File: src/rtl/branch_pkg.sv
// Shared encodings for the branch sequencer: CTI types, Bicc conditions,
// FSM states and the SPARC V8 condition evaluator.
package branch_pkg;

    typedef enum logic [1:0] {
        BrBicc = 2'b00,
        BrCall = 2'b01,
        BrJmpl = 2'b10,
        BrRsvd = 2'b11
    } br_type_e;

    typedef enum logic {
        StRun  = 1'b0,
        StTrap = 1'b1
    } state_e;

    typedef struct packed {
        logic n;
        logic z;
        logic v;
        logic c;
    } icc_t;

    localparam logic [3:0] CondBn   = 4'b0000;
    localparam logic [3:0] CondBe   = 4'b0001;
    localparam logic [3:0] CondBle  = 4'b0010;
    localparam logic [3:0] CondBl   = 4'b0011;
    localparam logic [3:0] CondBleu = 4'b0100;
    localparam logic [3:0] CondBcs  = 4'b0101;
    localparam logic [3:0] CondBneg = 4'b0110;
    localparam logic [3:0] CondBvs  = 4'b0111;
    localparam logic [3:0] CondBa   = 4'b1000;

    // Codes 1xxx are the complements of 0xxx, so only the low half is decoded.
    function automatic logic cond_eval(input logic [3:0] cond, input icc_t icc);
        logic base;
        case (cond[2:0])
            3'b000:  base = 1'b0;
            3'b001:  base = icc.z;
            3'b010:  base = icc.z | (icc.n ^ icc.v);
            3'b011:  base = icc.n ^ icc.v;
            3'b100:  base = icc.c | icc.z;
            3'b101:  base = icc.c;
            3'b110:  base = icc.n;
            default: base = icc.v;
        endcase
        return cond[3] ? ~base : base;
    endfunction

endpackage

File: src/rtl/branch_seq_if.sv
// Fetch-advance / CTI request bus between the pipeline and the branch sequencer.
interface branch_seq_if;

    logic        adv;
    logic        br_valid;
    logic [1:0]  br_type;
    logic [3:0]  cond;
    logic        annul;
    logic [29:0] disp;
    logic [3:0]  icc;
    logic [31:0] jmpl_tgt;
    logic        trap_ack;

    logic [31:0] pc;
    logic [31:0] npc;
    logic        fetch_valid;
    logic        squash;
    logic        taken;
    logic        trap;

    modport master (
        output adv, br_valid, br_type, cond, annul, disp, icc, jmpl_tgt, trap_ack,
        input  pc, npc, fetch_valid, squash, taken, trap
    );

    modport slave (
        input  adv, br_valid, br_type, cond, annul, disp, icc, jmpl_tgt, trap_ack,
        output pc, npc, fetch_valid, squash, taken, trap
    );

endinterface

File: src/rtl/br_target_calc.sv
// Combinational PC-relative target: Bicc uses a sign-extended disp22,
// CALL uses the full disp30; other types return pc unchanged.
module br_target_calc
    import branch_pkg::*;
(
    input  logic [31:0] pc,
    input  logic [29:0] disp,
    input  br_type_e    br_type,
    output logic [31:0] target
);

    logic [31:0] offset;

    // Select the word-scaled displacement for the CTI type.
    always_comb begin
        offset = '0;
        case (br_type)
            BrBicc:  offset = {{8{disp[21]}}, disp[21:0], 2'b00};
            BrCall:  offset = {disp, 2'b00};
            default: offset = '0;
        endcase
    end

    // Addition wraps modulo 2^32 by construction.
    assign target = pc + offset;

endmodule

File: src/rtl/branch_seq.sv
// SPARC-style delayed-branch PC/nPC sequencer with annul handling and a
// misaligned-JMPL trap state.
module branch_seq
    import branch_pkg::*;
#(
    parameter logic [31:0] RESET_PC = 32'h0000_0000
) (
    input  logic         clk,
    input  logic         rst_n,
    branch_seq_if.slave  bus
);

    state_e      state_q, state_d;
    logic [31:0] pc_q, pc_d;
    logic [31:0] npc_q, npc_d;
    logic        fv_q, fv_d;
    logic        squash_q, squash_d;
    logic        taken_q, taken_d;

    br_type_e    br_kind;
    logic [31:0] target;
    logic [31:0] npc_inc;
    logic        is_cti;
    logic        bicc_tk;
    logic        uncond;

    assign br_kind = br_type_e'(bus.br_type);
    assign npc_inc = npc_q + 32'd4;
    // An annulled delay slot never executes, so a CTI sitting in it is ignored.
    assign is_cti  = bus.br_valid && !squash_q && (br_kind != BrRsvd);
    assign bicc_tk = cond_eval(bus.cond, icc_t'(bus.icc));
    assign uncond  = (bus.cond == CondBa) || (bus.cond == CondBn);

    br_target_calc u_target (
        .pc      (pc_q),
        .disp    (bus.disp),
        .br_type (br_kind),
        .target  (target)
    );

    // Next-state: sequential advance, CTI redirection, annul and trap entry/exit.
    always_comb begin
        state_d  = state_q;
        pc_d     = pc_q;
        npc_d    = npc_q;
        squash_d = squash_q;
        taken_d  = 1'b0;
        unique case (state_q)
            StRun: begin
                if (bus.adv) begin
                    pc_d     = npc_q;
                    npc_d    = npc_inc;
                    squash_d = 1'b0;
                    if (is_cti) begin
                        case (br_kind)
                            BrBicc: begin
                                if (bicc_tk) begin
                                    npc_d = target;
                                end
                                taken_d  = bicc_tk;
                                squash_d = bus.annul && (uncond || !bicc_tk);
                            end
                            BrCall: begin
                                npc_d   = target;
                                taken_d = 1'b1;
                            end
                            BrJmpl: begin
                                if (bus.jmpl_tgt[1:0] != 2'b00) begin
                                    pc_d     = pc_q;
                                    npc_d    = npc_q;
                                    squash_d = squash_q;
                                    state_d  = StTrap;
                                end else begin
                                    npc_d   = bus.jmpl_tgt;
                                    taken_d = 1'b1;
                                end
                            end
                            default: ;
                        endcase
                    end
                end
            end
            StTrap: begin
                if (bus.trap_ack) begin
                    state_d = StRun;
                end
            end
            default: state_d = StRun;
        endcase
        fv_d = (state_d == StRun);
    end

    // State register with asynchronous active-low reset.
    always_ff @(posedge clk or negedge rst_n) begin
        if (!rst_n) begin
            state_q  <= StRun;
            pc_q     <= RESET_PC;
            npc_q    <= RESET_PC + 32'd4;
            fv_q     <= 1'b0;
            squash_q <= 1'b0;
            taken_q  <= 1'b0;
        end else begin
            state_q  <= state_d;
            pc_q     <= pc_d;
            npc_q    <= npc_d;
            fv_q     <= fv_d;
            squash_q <= squash_d;
            taken_q  <= taken_d;
        end
    end

    assign bus.pc          = pc_q;
    assign bus.npc         = npc_q;
    assign bus.fetch_valid = fv_q;
    assign bus.squash      = squash_q;
    assign bus.taken       = taken_q;
    assign bus.trap        = (state_q == StTrap);

endmodule

File: src/flat_wrapper.sv
// flat-port wrapper written by rule: the top's interface ports become plain ports
module branch_seq_flat import branch_pkg::*;
#(
    parameter logic [31:0] RESET_PC = 32'h0000_0000
)
  (clk, rst_n, bus_adv, bus_br_valid, bus_br_type, bus_cond, bus_annul, bus_disp, bus_icc, bus_jmpl_tgt, bus_trap_ack, bus_pc, bus_npc, bus_fetch_valid, bus_squash, bus_taken, bus_trap);
  branch_seq_if bus_i ();
  input  logic clk;
  input  logic rst_n;
  input wire logic [$bits(bus_i.adv)-1:0] bus_adv;
  input wire logic [$bits(bus_i.br_valid)-1:0] bus_br_valid;
  input wire logic [$bits(bus_i.br_type)-1:0] bus_br_type;
  input wire logic [$bits(bus_i.cond)-1:0] bus_cond;
  input wire logic [$bits(bus_i.annul)-1:0] bus_annul;
  input wire logic [$bits(bus_i.disp)-1:0] bus_disp;
  input wire logic [$bits(bus_i.icc)-1:0] bus_icc;
  input wire logic [$bits(bus_i.jmpl_tgt)-1:0] bus_jmpl_tgt;
  input wire logic [$bits(bus_i.trap_ack)-1:0] bus_trap_ack;
  output wire logic [$bits(bus_i.pc)-1:0] bus_pc;
  output wire logic [$bits(bus_i.npc)-1:0] bus_npc;
  output wire logic [$bits(bus_i.fetch_valid)-1:0] bus_fetch_valid;
  output wire logic [$bits(bus_i.squash)-1:0] bus_squash;
  output wire logic [$bits(bus_i.taken)-1:0] bus_taken;
  output wire logic [$bits(bus_i.trap)-1:0] bus_trap;
  assign bus_i.adv = bus_adv;
  assign bus_i.br_valid = bus_br_valid;
  assign bus_i.br_type = bus_br_type;
  assign bus_i.cond = bus_cond;
  assign bus_i.annul = bus_annul;
  assign bus_i.disp = bus_disp;
  assign bus_i.icc = bus_icc;
  assign bus_i.jmpl_tgt = bus_jmpl_tgt;
  assign bus_i.trap_ack = bus_trap_ack;
  assign bus_pc = bus_i.pc;
  assign bus_npc = bus_i.npc;
  assign bus_fetch_valid = bus_i.fetch_valid;
  assign bus_squash = bus_i.squash;
  assign bus_taken = bus_i.taken;
  assign bus_trap = bus_i.trap;
  branch_seq #(.RESET_PC(RESET_PC)) u_core (.clk(clk), .rst_n(rst_n), .bus(bus_i));
endmodule
File: config.mk
export PLATFORM = sky130hd
export DESIGN_NAME = branch_seq_flat
export DESIGN_NICKNAME = d
export VERILOG_FILES = /design/src/rtl/branch_pkg.sv /design/src/rtl/branch_seq_if.sv /design/src/rtl/br_target_calc.sv /design/src/rtl/branch_seq.sv /design/src/flat_wrapper.sv
export SDC_FILE = /design/constraint.sdc
export NUM_CORES = 1
export LEC_CHECK = 0
export CAP_MARGIN = 30
export CORE_MARGIN = 1.5
export CORE_UTILIZATION = 54
export CTS_BUF_LIST = sky130_fd_sc_hd__clkbuf_8 sky130_fd_sc_hd__clkbuf_16
export DETAILED_ROUTE_END_ITERATION = 10
export HOLD_SLACK_MARGIN = 0.12
export PLACE_DENSITY = 0.87
export SLEW_MARGIN = 30
export SYNTH_ARGS = -nofsm -noshare
export SYNTH_HDL_FRONTEND = slang
export SYNTH_SLANG_ARGS = --single-unit
File: constraint.sdc
create_clock -name clk -period 8.3 [get_ports clk]
set_input_delay 1.66 -clock clk [delete_from_list [all_inputs] [get_ports clk]]
set_output_delay 1.66 -clock clk [all_outputs]
set_load 0.02 [all_outputs]
; ---- Yosys cells after proc, flatten, opt, wreduce, memory -nomap -nowiden
; Cells that the tools add are included.
[classes]
n_addsub = 2
eq_ne = 11
mux = 24
n_bitwise = 6
reduce_logical = 12
[op_table]
columns = operator, count
row1 = 32-bit 2-to-1 mux, 6
row2 = 32-bit case mux with 3 select lines, 1
row3 = 32-bit case mux with 2 select lines, 1
row4 = 32-bit by 3-bit adder with 32-bit output (second input constant), 1
row5 = 32-bit adder, 1
row6 = 1-bit 2-to-1 mux, 12
row7 = 3-bit == test (second input constant), 3
row8 = 1-bit case mux with 7 select lines, 1
row9 = 3-bit by 2-bit == test with 1-bit output (second input constant), 2
row10 = 4-bit == test (second input constant), 1
row11 = 4-bit logical NOT, 1
row12 = 1-bit case mux with 2 select lines, 2
row13 = 3-bit by 1-bit == test with 1-bit output (second input constant), 1
row14 = 1-bit logical AND, 3
row15 = 3-bit logical NOT, 1
row16 = 3-bit inequality test (second input constant), 1
row17 = 1-bit NOT, 3
row18 = 1-bit case mux with 3 select lines, 1
row19 = 3-bit AND reduction, 1
row20 = 2-bit by 1-bit == test with 1-bit output (second input constant), 1
row21 = 2-bit == test (second input constant), 1
row22 = 1-bit logical NOT, 2
row23 = 2-bit logical NOT, 1
row24 = 1-bit logical OR, 2
row25 = other kinds (4), 5
[word_totals]
reg_bits = 68
output_inout_bits = 68
elab_cells = 61

; ---- Longest topological paths before layout
; Gate-level depths: netlist of run 1.
[depth]
depth_word = 10
mapped_depth = 17

; ---- Cells and area by module
; Synthesis of run 1 repeated with hierarchy kept, for this count alone.
[unflattened]
hier_cells = 716
hier_area_um2 = 5635.4
[modules_own_cells]
columns = module, n_inst, cells_per_inst, area_per_inst_um2
row1 = branch_seq, 1, 426, 3716.1
row2 = br_target_calc, 1, 290, 1919.3

; ---- Worst setup path before layout of run 1
; OpenSTA, ideal clock, no wires.
[synth_timing]
path_kind = input-to-reg
startpoint = input bus_br_type[0]
endpoint = register u_core.npc_q[27] (netlist: u_core.bus.npc[27])
setup_time_ps = 134
arrival_time_ps = 4897
required_ps = 8166
path_slack_ps = 3269
cell_stages = 17
path_buffers = 4
cell_sequence = inv_1 ha_1 buf_4 nor2_1 clkbuf_1 nor2b_1 ha_1 buf_6 and3_1 buf_6 a221o_1 a221o_1 or2_4 a21oi_2 nor4_1 a2111oi_2 a21oi_1
[synth_between]
elab_chain_cells = 6
elab_cells_between_ends = 12
cone_classes = add/sub (1) / eq/ne (4) / mux (4) / reduce/logical (3)
[synth_rtl]
columns = element, line
row1 = start: declaration, flat_wrapper.sv:12  ; input wire logic [$bits(bus_i.br_type)-1:0] bus_br_type;
row2 = 2-bit by 1-bit == test with 1-bit output / 2-bit logical NOT (equally long branches), "br_target_calc.sv:17, branch_seq.sv:55"
row3 = 32-bit case mux with 2 select lines, br_target_calc.sv:17  ; case (br_type)
row4 = 32-bit adder, br_target_calc.sv:25  ; assign target = pc + offset;
row5 = 32-bit 2-to-1 mux, branch_seq.sv:57  ; if (bicc_tk) begin
row6 = 32-bit case mux with 3 select lines, branch_seq.sv:55  ; case (br_kind)
row7 = 32-bit 2-to-1 mux, branch_seq.sv:54  ; if (is_cti) begin
row8 = end signal: assignment, branch_seq.sv:98  ; npc_q <= RESET_PC + 32'd4;
row9 = end signal: assignment, branch_seq.sv:105  ; npc_q <= npc_d;
row10 = end: declaration, branch_seq.sv:15  ; logic [31:0] npc_q, npc_d;
; Several ways; a longest one is shown, not always the timed one.
; A chain may end at the register's enable or synchronous reset.

; ---- Final worst setup path of run 1
[layout_timing]
startpoint = input bus_br_type[0]
endpoint = register u_core.npc_q[28] (netlist: u_core.bus.npc[28])
; The elaborated chain is that of the path after synthesis.

==> summary.md, run 1 <==
| Metric | Value |
|---|---|
| Routed WL | `20.6 mm` |
| Routing usage on met3 | `8.67%` |
| Setup crit start kind | `primary input` |
| Distinct cells, synth | `65` |
| Number of I/O pins | `146` |
| Total track usage | `37.4%` |
| NumNets Final | `977` |
| Fin crit share | `65.0%` |
| IO Port Bufs | `145` |
| Warnings, synthesis | `0` |
| Initial Util | `55.1%` |
| Post-synth EDFFs | `0` |
| Outcome | `finished clean` |
| Iteration count of the initial detailed-routing pass | `6` |
| # rows | `37` |
| Setup Viol. Count Final | `0` |
| Maximum clock rate | `185 MHz` |
| Number of global-route vias before repair | `6,162` |
| H-tree levels | `3` |
| Max-cap viol count | `0` |
| CTS tree | `yes` |
| Maximum buffer depth of the clock tree | `2` |
| DRC | `0` |
| PwrDens | `251 mW/mm2` |
| Clock Latency Late Sink | `0.36 ns` |
| Synthesis-stage register bit count | `68` |
| Setup CP Type | `in -> reg` |
| Detail Placement HPWL | `15.3 mm` |
| Critical path's slowest cell | `o31ai_1` |
| Clock root cell | `clkbuf_8` |
| Post-Synthesis Cells | `733` |
| Iter 0 DRT Violations | `654` |
| Via count | `6,477` |
| CP endpoint kind | `register` |
| M1 GR Usage | `51.3%` |
| Pin count of the biggest net entering global routing | `69` |
| Crit-path max cell delay | `0.53 ns` |
| Vias per inst | `6.45` |
| GRT Max-Usage Layer | `met2` |
| First-pass GRT wire length | `32.5 mm` |
| Ranking of synthesized cells by area | `dfrtp_1 30%, nand2_1 10%, ha_1 7.8%, a21oi_1 5.8%, o21ai_0 4.4%` |
| Fillers | `806` |
| Placed Area | `0.00716 mm2` |
| Fin. Hold Viols | `0` |
| # placed instances | `988` |
| Worst hold path type | `reg -> reg` |
| Post_cts resized | `0` |
| Antenna Cells | `0` |
| Share of the synthesized area in the top cell type | `29.7%` |
| Sequential element share of the synthesized area | `30.2%` |
| Post-CTS Setup Inserts | `0` |
| Total CTS buffers | `9` |
| Setup_tns | `0 ns` |
| Die width | `105 um` |
| Layout Cells excl Fill | `1,004` |
| Cell accounting for the most synthesized area | `dfrtp_1` |
| Final Critical Period | `5.40 ns` |
| GR Layer Usage met2 | `57.3%` |
| Crit-path cells | `clkdlybuf4s50_1 > inv_1 > ha_1 > nor2_1 > buf_4 > nor2b_1 > ha_1 > inv_1 > fa_1 > nor2b_1 > o31a_1 > o31ai_1 > o31ai_1 > a31o_2 > a21oi_1 > xor2_1 > o211ai_1` |
| Top-count cell post-synth | `nand2_1` |
| Final instance area | `0.00734 mm2` |
| Skew final | `0.00838 ns` |
| Post-layout util | `71.7%` |
| Die Height | `105 um` |
| Cts hold-fix bufs | `0` |
| Syn nets | `847` |
| Data arrival, critical path | `5.67 ns` |
| Slew Limit Fails | `0` |
| Initial antenna violation count | `0` |
| Pleak | `3.13 nW` |
| Worst-Margin Slew | `0.960 ns` |
| Async set-reset flop share out of synthesis | `100%` |
| DIE AREA | `0.0111 mm2` |
| Clock sink count | `68` |
| RSZ-0062 raised after global routing | `false` |
| Ys flop type | `dfrtp_1` |
| Share of layout cells above drive strength 1 | `4.49%` |
| Total Power | `1.84 mW` |
| VDD IR max | `0.167 mV` |
| CP max FO | `26` |
| Final ANT Viol Nets | `0` |
| Total gr overflow | `0` |
| Syn Area/Cell | `7.69 um2` |
| CORE AREA | `0.0102 mm2` |
| Max_slew headroom | `36.0%` |
| Most common library cells after synthesis | `153 x nand2_1, 67 x dfrtp_1, 65 x a21oi_1` |
| Area grow syn2layout | `30.1%` |
| Synth Cell Area | `0.00564 mm2` |
| Reg clk slew, reported paths | `0.08 ns` |
| Gp weighted congestion | `0.959` |
| Worst Path Required | `8.57 ns` |
| DR WL/cell | `20.6 um` |
-- metal layers --
metal,up-vias,routed length [um]
met5,-,0
met4,0,623
met3,62,2350
met2,439,9200
met1,3036,8460
li1,2940,-
-- stage by stage --
step           hold slack (ns)  setup slack, ns
2_1_floorplan            0.567             3.27
3_5_place_dp             0.508             2.66
5_1_grt                  0.552             2.61
4_1_cts                  0.526             3.02
6_report                 0.524             2.90
3_3_place_gp             0.493             2.77
-- report_power, final --
part | switching (mW) | internal (mW) | leakage (nW)
clock network | 0.146 | 0.116 | 0.0885
registers | 0.165 | 0.434 | 0.863
logic | 0.554 | 0.429 | 2.18
total | 0.865 | 0.980 | 3.13
-- logic make-up after synthesis --
| logic type | Yosys count | synth area share (%) |
|---|---|---|
| AO/OA/AOI/OAI | 246 | 28.1 |
| XOR/XNOR | 29 | 4.64 |
| adder cells (fa/ha/maj) | 36 | 8.12 |
| buffers and inverters | 45 | 3.80 |
| flip-flops | 68 | 30.2 |
| multiplexers | 1 | 0.178 |
| AND/OR/NAND/NOR | 308 | 25.0 |
-- critical path, delay by kind of cell --
family | cells | cell delay (ns)
AOI/OAI and AO/OA | 6 | 1.47
xor gates and xnor gates | 1 | 0.15
adders and majority gates | 3 | 1.01
buffers and inverters | 4 | 0.92
and+or+nand+nor | 3 | 0.45
-- registers in the layout, summed over array words and instances, names as in the netlist --
register,cells
u_core.bus.npc,32
u_core.bus.pc,32
u_core.bus.fetch_valid,1
u_core.bus.squash,1
u_core.bus.taken,1
u_core.bus.trap,1
-- placed cells by master, fill, tap and decap left out, types with 11 or more instances in the layout --
cell type        instances
ha_1                    35
a21o_1                  16
nor2_1                  41
o21ai_0                 50
a21oi_1                 65
a31oi_1                 13
nand2_1                153
nor3_1                  15
clkdlybuf4s50_1        144
inv_1                   15
xnor2_1                 19
dfrtp_1                 67
o21a_1                  11
nor2b_1                 25
a22oi_1                 12
nand3_1                 28
-- final timing paths --
path	cells past startpoint	end	from	slack, ns
max in group asynchronous	2	u_core.bus.pc[22]$_DFFE_PN0P_	rst_n	6.42
worst max-delay path	17	u_core.bus.npc[28]$_DFFE_PN0P_	bus_br_type[0]	2.90
min in group asynchronous	2	u_core.bus.pc[30]$_DFFE_PN0P_	rst_n	1.39
worst max register to register	9	u_core.bus.npc[26]$_DFFE_PN0P_	u_core.bus.npc[2]$_DFFE_PN1P_	5.23
worst min register to register	2	u_core.bus.pc[7]$_DFFE_PN0P_	u_core.bus.pc[7]$_DFFE_PN0P_	0.52
worst min-delay path	2	u_core.bus.pc[7]$_DFFE_PN0P_	u_core.bus.pc[7]$_DFFE_PN0P_	0.52
-- final cells by class --
class	count	area [um2]	share of cell area (%)
Clock inverter	6	38.8	0.529
Clock buffer	10	138	1.88
Tap cell	136	170	2.32
Inverter	15	56.3	0.768
Multi-Input combinational cell	620	3750	51.1
Timing Repair Buffer	149	1480	20.2
Sequential cell	68	1700	23.2
No activity file was read; power rests on OpenSTA's default activity.
==> inputs of run 2 (changes only) <==
--- a/config.mk
+++ b/config.mk
@@ -7,11 +7,11 @@
 export LEC_CHECK = 0
 export CAP_MARGIN = 30
 export CORE_MARGIN = 1.5
-export CORE_UTILIZATION = 54
+export CORE_UTILIZATION = 50
 export CTS_BUF_LIST = sky130_fd_sc_hd__clkbuf_8 sky130_fd_sc_hd__clkbuf_16
 export DETAILED_ROUTE_END_ITERATION = 10
 export HOLD_SLACK_MARGIN = 0.12
-export PLACE_DENSITY = 0.87
+export PLACE_DENSITY = 0.82
 export SLEW_MARGIN = 30
 export SYNTH_ARGS = -nofsm -noshare
 export SYNTH_HDL_FRONTEND = slang
==> constraint.sdc (replaced) <==
create_clock -name clk -period 5.2 [get_ports clk]
set_input_delay 1.04 -clock clk [delete_from_list [all_inputs] [get_ports clk]]
set_output_delay 1.04 -clock clk [all_outputs]
set_load 0.02 [all_outputs]
==> summary.md, run 2 (same netlist as run 1, synthesis figures left out) <==
| Metric | Value |
|---|---|
| Crit-path max cell delay | `0.66 ns (+0.13 ns)` |
| Fin. Hold Viols | `0 (unchanged)` |
| Final Critical Period | `4.72 ns` |
| Initial Util | `51.5% (-3.5 points)` |
| Hold Path Stages | `2 (unchanged)` |
| Via count | `6,397 (-1.2%)` |
| Post-CTS Setup Inserts | `0 (unchanged)` |
| Fin crit share | `90.7%` |
| Outcome | `finished clean` |
| H-tree levels | `3 (unchanged)` |
| Max-cap viol count | `0 (unchanged)` |
| Crit-path cells | `clkdlybuf4s50_1 > inv_1 > ha_1 > nor2_1 > buf_12 > nor2b_1 > ha_1 > inv_1 > fa_1 > nor2b_1 > o31a_1 > o31ai_1 > o31ai_1 > a31o_2 > a21oi_1 > xor2_1 > o211ai_1` |
| Worst-Margin Slew | `0.957 ns (-0.00294 ns)` |
| Share of layout cells above drive strength 1 | `4.69% (+0.20 points)` |
| Pleak | `3.24 nW (+3.7%)` |
| Setup_tns | `0 ns (unchanged)` |
| Area grow syn2layout | `34.0%` |
| Clock sink count | `68 (unchanged)` |
| Antenna Cells | `0 (unchanged)` |
| Critical path's slowest cell | `o31ai_1` |
| Post_cts resized | `0 (unchanged)` |
| Reg clk slew, reported paths | `0.06 ns (-0.02 ns)` |
| DR WL/cell | `20.3 um (-1.2%)` |
| First-pass GRT wire length | `31.9 mm (-1.9%)` |
| Die Height | `109 um (+3.8%)` |
| Clock root cell | `clkbuf_16` |
| Gp weighted congestion | `0.947 (-1.2%)` |
| NumNets Final | `983 (+0.61%)` |
| Detail Placement HPWL | `15.6 mm (+1.5%)` |
| Worst Path Required | `5.46 ns (-3.11 ns)` |
| Worst R2R Path Depth | `9 (unchanged)` |
| Maximum clock rate | `212 MHz` |
| Cell family with most CP delay | `compound AO/OA/AOI/OAI gates` |
| RSZ-0062 raised after global routing | `false` |
| IO Port Bufs | `145 (unchanged)` |
| CTS tree | `yes` |
| PwrDens | `428 mW/mm2 (+70%)` |
| Vias per inst | `6.31 (-2.2%)` |
| Routed WL | `20.6 mm (-0.25%)` |
| Setup crit start kind | `primary input` |
| VDD IR max | `0.262 mV (+57%)` |
| Setup Viol. Count Final | `0 (unchanged)` |
| # rows | `38 (+2.7%)` |
| Number of I/O pins | `146 (unchanged)` |
| Maximum buffer depth of the clock tree | `2 (unchanged)` |
| Post-layout util | `69.1% (-2.7 points)` |
| Total gr overflow | `0 (unchanged)` |
| Most frequent cells in the layout | `153 x nand2_1, 144 x clkdlybuf4s50_1, 67 x dfrtp_1` |
| Final ANT Viol Nets | `0 (unchanged)` |
| Critical Path Stages | `17 (unchanged)` |
| DRC | `0 (unchanged)` |
| Commonest non-fill, non-tap cell in the layout | `nand2_1` |
| Die width | `109 um (+3.8%)` |
| Slew Limit Fails | `0 (unchanged)` |
| Cts hold-fix bufs | `0 (unchanged)` |
| Pin count of the biggest net entering global routing | `41 (-41%)` |
| Iter 0 DRT Violations | `517 (-21%)` |
| Worst path bufs/invs | `4 (unchanged)` |
| DIE AREA | `0.0119 mm2 (+7.8%)` |
| Clock Latency Late Sink | `0.34 ns (-0.02 ns)` |
| Iteration count of the initial detailed-routing pass | `7 (+1)` |
| Worst hold path type | `reg -> reg` |
| CORE AREA | `0.0109 mm2 (+6.9%)` |
| CP max FO | `26 (unchanged)` |
| CP endpoint kind | `register` |
| Total track usage | `35.3% (-2.2 points)` |
| Skew final | `0.0100 ns (+0.00161 ns)` |
| Number of global-route vias before repair | `6,180 (+0.29%)` |
| Setup CP Type | `in -> reg` |
| Max_slew headroom | `36.2% (+0.20 points)` |
| Initial antenna violation count | `0 (unchanged)` |
| Total CTS buffers | `9 (unchanged)` |
| Data arrival, critical path | `4.97 ns (-0.70 ns)` |
==> run 2: area by class of cell <==
class | instances | area, um2
Multi-Input combinational cell | 620 | 3750
Tap cell | 140 | 175
Timing Repair Buffer | 155 | 1540
Sequential cell | 68 | 1700
Fill cell | 911 | 3380
Clock buffer | 9 | 225
Clock inverter | 7 | 109
Inverter | 15 | 56.3
==> run 2: final timing paths <==
kind	startpoint	end	slack [ns]
max	bus_br_type[1]	u_core.bus.npc[28]$_DFFE_PN0P_	0.48
min	u_core.bus.npc[0]$_DFFE_PN0P_	u_core.bus.pc[0]$_DFFE_PN0P_	0.51
max reg2reg	u_core.bus.npc[2]$_DFFE_PN1P_	u_core.bus.npc[26]$_DFFE_PN0P_	2.09
min reg2reg	u_core.bus.npc[0]$_DFFE_PN0P_	u_core.bus.pc[0]$_DFFE_PN0P_	0.51
max in group asynchronous	rst_n	u_core.bus.npc[24]$_DFFE_PN0P_	3.70
min in group asynchronous	rst_n	u_core.bus.pc[9]$_DFFE_PN0P_	0.68
==> run 2: layer usage <==
| metal | routed length [um] | part of all wire [%] | up-vias | global-route usage (%) |
|---|---|---|---|---|
| met2 | 9210 | 45 | 373 | 54.7 |
| met3 | 1920 | 9.3 | 43 | 6.16 |
| li1 | - | - | 2947 | - |
| met5 | 0 | 0 | - | 0 |
| met4 | 479 | 2.3 | 0 | 14.3 |
| met1 | 8980 | 44 | 3034 | 48.5 |
==> run 2: worst register-to-register path, stage by stage (launching register included) <==
cell and delay, ns:
dfstp_2 0.59, ha_1 0.27, nand3_1 0.24, nor3b_2 0.53, nand3_1 0.30, nor2_1 0.30
nand2_1 0.15, xnor2_1 0.15, a221oi_1 0.34, a21oi_1 0.11
==> run 2: per-stage QoR <==
step           power [mW]  area [um2]  cells  worst slack, ns  hold WS (ns)
2_1_floorplan        1.82        5640    733            0.789         0.567
3_3_place_gp         2.46        7210    997            0.468         0.486
3_5_place_dp         2.49        7210    998            0.337         0.498
4_1_cts              3.21        7550   1014            0.641         0.511
5_1_grt              3.40        7550   1014            0.299         0.538
6_report             3.24        7550   1014            0.484         0.511
==> run 2: report_power, final <==
part           leakage (nW)  internal (mW)  switching [mW]
clock                 0.169          0.464           0.249
sequential            0.863          0.695           0.261
combinational          2.21          0.690           0.877
==> inputs of run 3 (changes only) <==
--- a/config.mk
+++ b/config.mk
@@ -15,4 +15,5 @@
 export SLEW_MARGIN = 30
 export SYNTH_ARGS = -nofsm -noshare
 export SYNTH_HDL_FRONTEND = slang
+export SYNTH_HIERARCHICAL = 1
 export SYNTH_SLANG_ARGS = --single-unit
==> summary.md, run 3 <==
| Metric | Value |
|---|---|
| Outcome | `finished clean` |
| Warnings, synthesis | `6 (+6)` |
| Net Sw Frac | `43.2% (+0.36 points)` |
| Crit path to | `u_core/bus.npc[31]$_DFFE_PN0P_` |
| Maximum buffer depth of the clock tree | `2 (unchanged)` |
| FF-to-FF End | `u_core/bus.npc[31]$_DFFE_PN0P_` |
| RSZ-0062 raised after global routing | `false` |
| Clock root cell | `clkbuf_16` |
| Number of I/O pins | `146 (unchanged)` |
| Pleak | `3.28 nW (+1.1%)` |
| Clock Power Share | `19.2% (-2.8 points)` |
| H-tree levels | `3 (unchanged)` |
| Die width | `109 um (about the same)` |
| Synth Cell Area | `0.00564 mm2 (about the same)` |
| Gp weighted congestion | `0.941 (-0.63%)` |
| PwrDens | `389 mW/mm2 (-9.1%)` |
| Sequential power share | `31.2% (+1.7 points)` |
| Power share of the combinational group | `49.6% (+1.2 points)` |
| Cell accounting for the most synthesized area | `dfrtp_1` |
| Most frequent cells in the layout | `157 x nand2_1, 144 x clkdlybuf4s50_1, 67 x dfrtp_1` |
| Worst setup margin | `1.12 ns (+0.633 ns)` |
| Worst hold path type | `reg -> reg` |
| Final ANT Viol Nets | `0 (unchanged)` |
| Initial antenna violation count | `0 (unchanged)` |
| Placed Area | `0.00718 mm2 (-0.52%)` |
| Setup_tns | `0 ns (unchanged)` |
| Post-Synthesis Cells | `716 (-2.3%)` |
| Max-cap viol count | `0 (unchanged)` |
| DRC | `0 (unchanged)` |
| Worst R2R Path Depth | `11 (+2)` |
| Post-synth EDFFs | `0 (unchanged)` |
| DR WL/cell | `20.8 um (+2.3%)` |
| Data arrival, critical path | `4.29 ns (-0.68 ns)` |
| CTS tree | `yes` |
| Syn nets | `825 (-2.6%)` |
| Pin count of the biggest net entering global routing | `39 (-4.9%)` |
| Reg2reg start | `u_core/bus.pc[19]$_DFFE_PN0P_` |
| Worst Path Required | `5.41 ns (-0.05 ns)` |
| NumNets Final | `949 (-3.5%)` |
| CORE AREA | `0.0109 mm2 (unchanged)` |
| Top-count cell post-synth | `nand2_1` |
| Fin. Hold Viols | `0 (unchanged)` |
| Total track usage | `34.5% (-0.79 points)` |
| Die Height | `109 um (about the same)` |
| Fin crit share | `78.5% (-12 points)` |
| Post-layout util | `68.0% (-1.0 points)` |
| Area grow syn2layout | `32.0%` |
| Via count | `6,235 (-2.5%)` |
| Clock sink count | `68 (unchanged)` |
| Final instance area | `0.00744 mm2 (-1.5%)` |
| # placed instances | `969 (-2.9%)` |
| Worst-Margin Slew | `0.772 ns (-0.185 ns)` |
| Initial Util | `51.5% (about the same)` |
| Cts hold-fix bufs | `0 (unchanged)` |
| Share of the synthesized area in the top cell type | `29.8% (about the same)` |
| Pre-CTS WS | `0.787 ns (+0.451 ns)` |
| Iteration count of the initial detailed-routing pass | `7 (unchanged)` |
| Commonest non-fill, non-tap cell in the layout | `nand2_1` |
| Total gr overflow | `0 (unchanged)` |
| Skew final | `0.0109 ns (+0.000894 ns)` |
| Iter 0 DRT Violations | `596 (+15%)` |
| # rows | `38 (unchanged)` |
| Maximum clock rate | `245 MHz (+16%)` |
| CP endpoint kind | `register` |
| Ranking of synthesized cells by area | `dfrtp_1 30%, nand2_1 10%, ha_1 6.7%, xor2_1 4.0%, a21oi_1 3.6%` |
| Net Switching | `1.25 mW (-9.7%)` |
| Ys flop type | `dfrtp_1` |
| Max_slew headroom | `48.5% (+12 points)` |
| Setup crit start kind | `primary input` |
| Crit path launch | `bus_br_type[0]` |
| First-pass GRT wire length | `30.6 mm (-3.9%)` |
| Fillers | `928 (+1.9%)` |
| CP max FO | `8 (-69%)` |
| Routed WL | `20.4 mm (-0.73%)` |
| Setup CP Type | `in -> reg` |
| Internal reg-to-reg setup slack | `2.23 ns (+0.14 ns)` |
| Sequential element share of the synthesized area | `30.2% (about the same)` |
| Detail Placement HPWL | `15.3 mm (-1.9%)` |
| Post_cts resized | `0 (unchanged)` |
| Clock Latency Late Sink | `0.34 ns (about the same)` |
| Total CTS buffers | `9 (unchanged)` |
| Share of layout cells above drive strength 1 | `4.98% (+0.29 points)` |
| Setup Viol. Count Final | `0 (unchanged)` |
| Number of global-route vias before repair | `5,821 (-5.8%)` |
| Vias per inst | `6.34 (+0.44%)` |
| Most common library cells after synthesis | `157 x nand2_1, 67 x dfrtp_1, 41 x a21oi_1` |
| Layout Cells excl Fill | `984 (-3.0%)` |
| Final Critical Period | `4.08 ns (-0.633 ns)` |
| Internal power | `1.64 mW (-11%)` |
| Reg clk slew, reported paths | `0.06 ns (about the same)` |
| Syn Area/Cell | `7.87 um2 (+2.4%)` |
| IO Port Bufs | `145 (unchanged)` |
| Async set-reset flop share out of synthesis | `100% (unchanged)` |
| Distinct cells, synth | `72 (+11%)` |
| Slew Limit Fails | `0 (unchanged)` |
| DIE AREA | `0.0119 mm2 (about the same)` |
| Synthesis-stage register bit count | `68 (unchanged)` |
| Post-CTS Setup Inserts | `0 (unchanged)` |
| VDD IR max | `0.298 mV (+13%)` |
run 3: logic make-up (layout without fill, tap and decap cells):
kind of cell / count (synthesis) / count (layout) / synth area share, %
and+or+nand+nor: 325 / 325 / 28.6
AOI/OAI and AO/OA: 179 / 179 / 21.3
DFF: 68 / 68 / 30.2
buffers and inverters: 61 / 188 / 4.77
xor gates and xnor gates: 48 / 48 / 7.46
adders and majority gates: 31 / 31 / 7.02
muxes: 4 / 4 / 0.711
other: 0 / 1 / 0
run 3: worst min path at each step:
stage	startpoint	to	slack, ns	cells past startpoint
4_1_cts	u_core/bus.npc[0]$_DFFE_PN0P_	u_core/bus.pc[0]$_DFFE_PN0P_	0.50	2
3_5_place_dp	u_core/bus.npc[0]$_DFFE_PN0P_	u_core/bus.pc[0]$_DFFE_PN0P_	0.50	2
2_1_floorplan	u_core/bus.npc[0]$_DFFE_PN0P_	u_core/bus.pc[0]$_DFFE_PN0P_	0.60	2
6_report	u_core/bus.npc[0]$_DFFE_PN0P_	u_core/bus.pc[0]$_DFFE_PN0P_	0.50	2
5_1_grt	u_core/bus.pc[1]$_DFFE_PN0P_	u_core/bus.pc[1]$_DFFE_PN0P_	0.53	2
3_3_place_gp	u_core/bus.npc[1]$_DFFE_PN0P_	u_core/bus.pc[1]$_DFFE_PN0P_	0.48	2
run 3: stage by stage:
stage / power (mW) / hold slack [ns]
2_1_floorplan: 1.69 / 0.595
3_3_place_gp: 2.28 / 0.477
3_5_place_dp: 2.31 / 0.498
4_1_cts: 2.88 / 0.501
5_1_grt: 3.05 / 0.535
6_report: 2.90 / 0.499
run 3: worst max-delay path: stages:
cell and delay (ns):
clkdlybuf4s50_1 0.56, nand2b_1 0.33, a21oi_1 0.11, ha_1 0.39, a21o_1 0.20, a21o_1 0.17, a21oi_1 0.18, o21ai_0 0.09
a21o_1 0.21, o41ai_1 0.32, nor3_1 0.10, nor4b_1 0.17, o31ai_1 0.29, o211ai_1 0.12
run 3: power groups by stage:
stage,sequential (mW),combinational [mW],clock [mW]
2_1_floorplan,1.00,0.690,0
3_3_place_gp,0.894,1.39,0
3_5_place_dp,0.902,1.41,0
4_1_cts,0.897,1.42,0.561
5_1_grt,0.922,1.54,0.584
6_report,0.903,1.44,0.556
run 3: final cells by class:
class	count	area [um2]	area share, %
multi-input combinational	587	3680	49.4
sequential	68	1700	22.9
timing repair buffer	159	1560	21.0
clock buffer	10	239	3.21
tap	140	175	2.35
inverter	15	57.6	0.774
clock inverter	4	20.0	0.269
antenna	1	2.50	0.0336
run 3: routing by layer:
layer | vias up | track usage, % | wire length, um
met5 | - | 0 | 0
met4 | 0 | 13.7 | 507
met3 | 50 | 7.95 | 2150
met2 | 400 | 52.5 | 9150
met1 | 2953 | 47.1 | 8640
li1 | 2832 | - | -
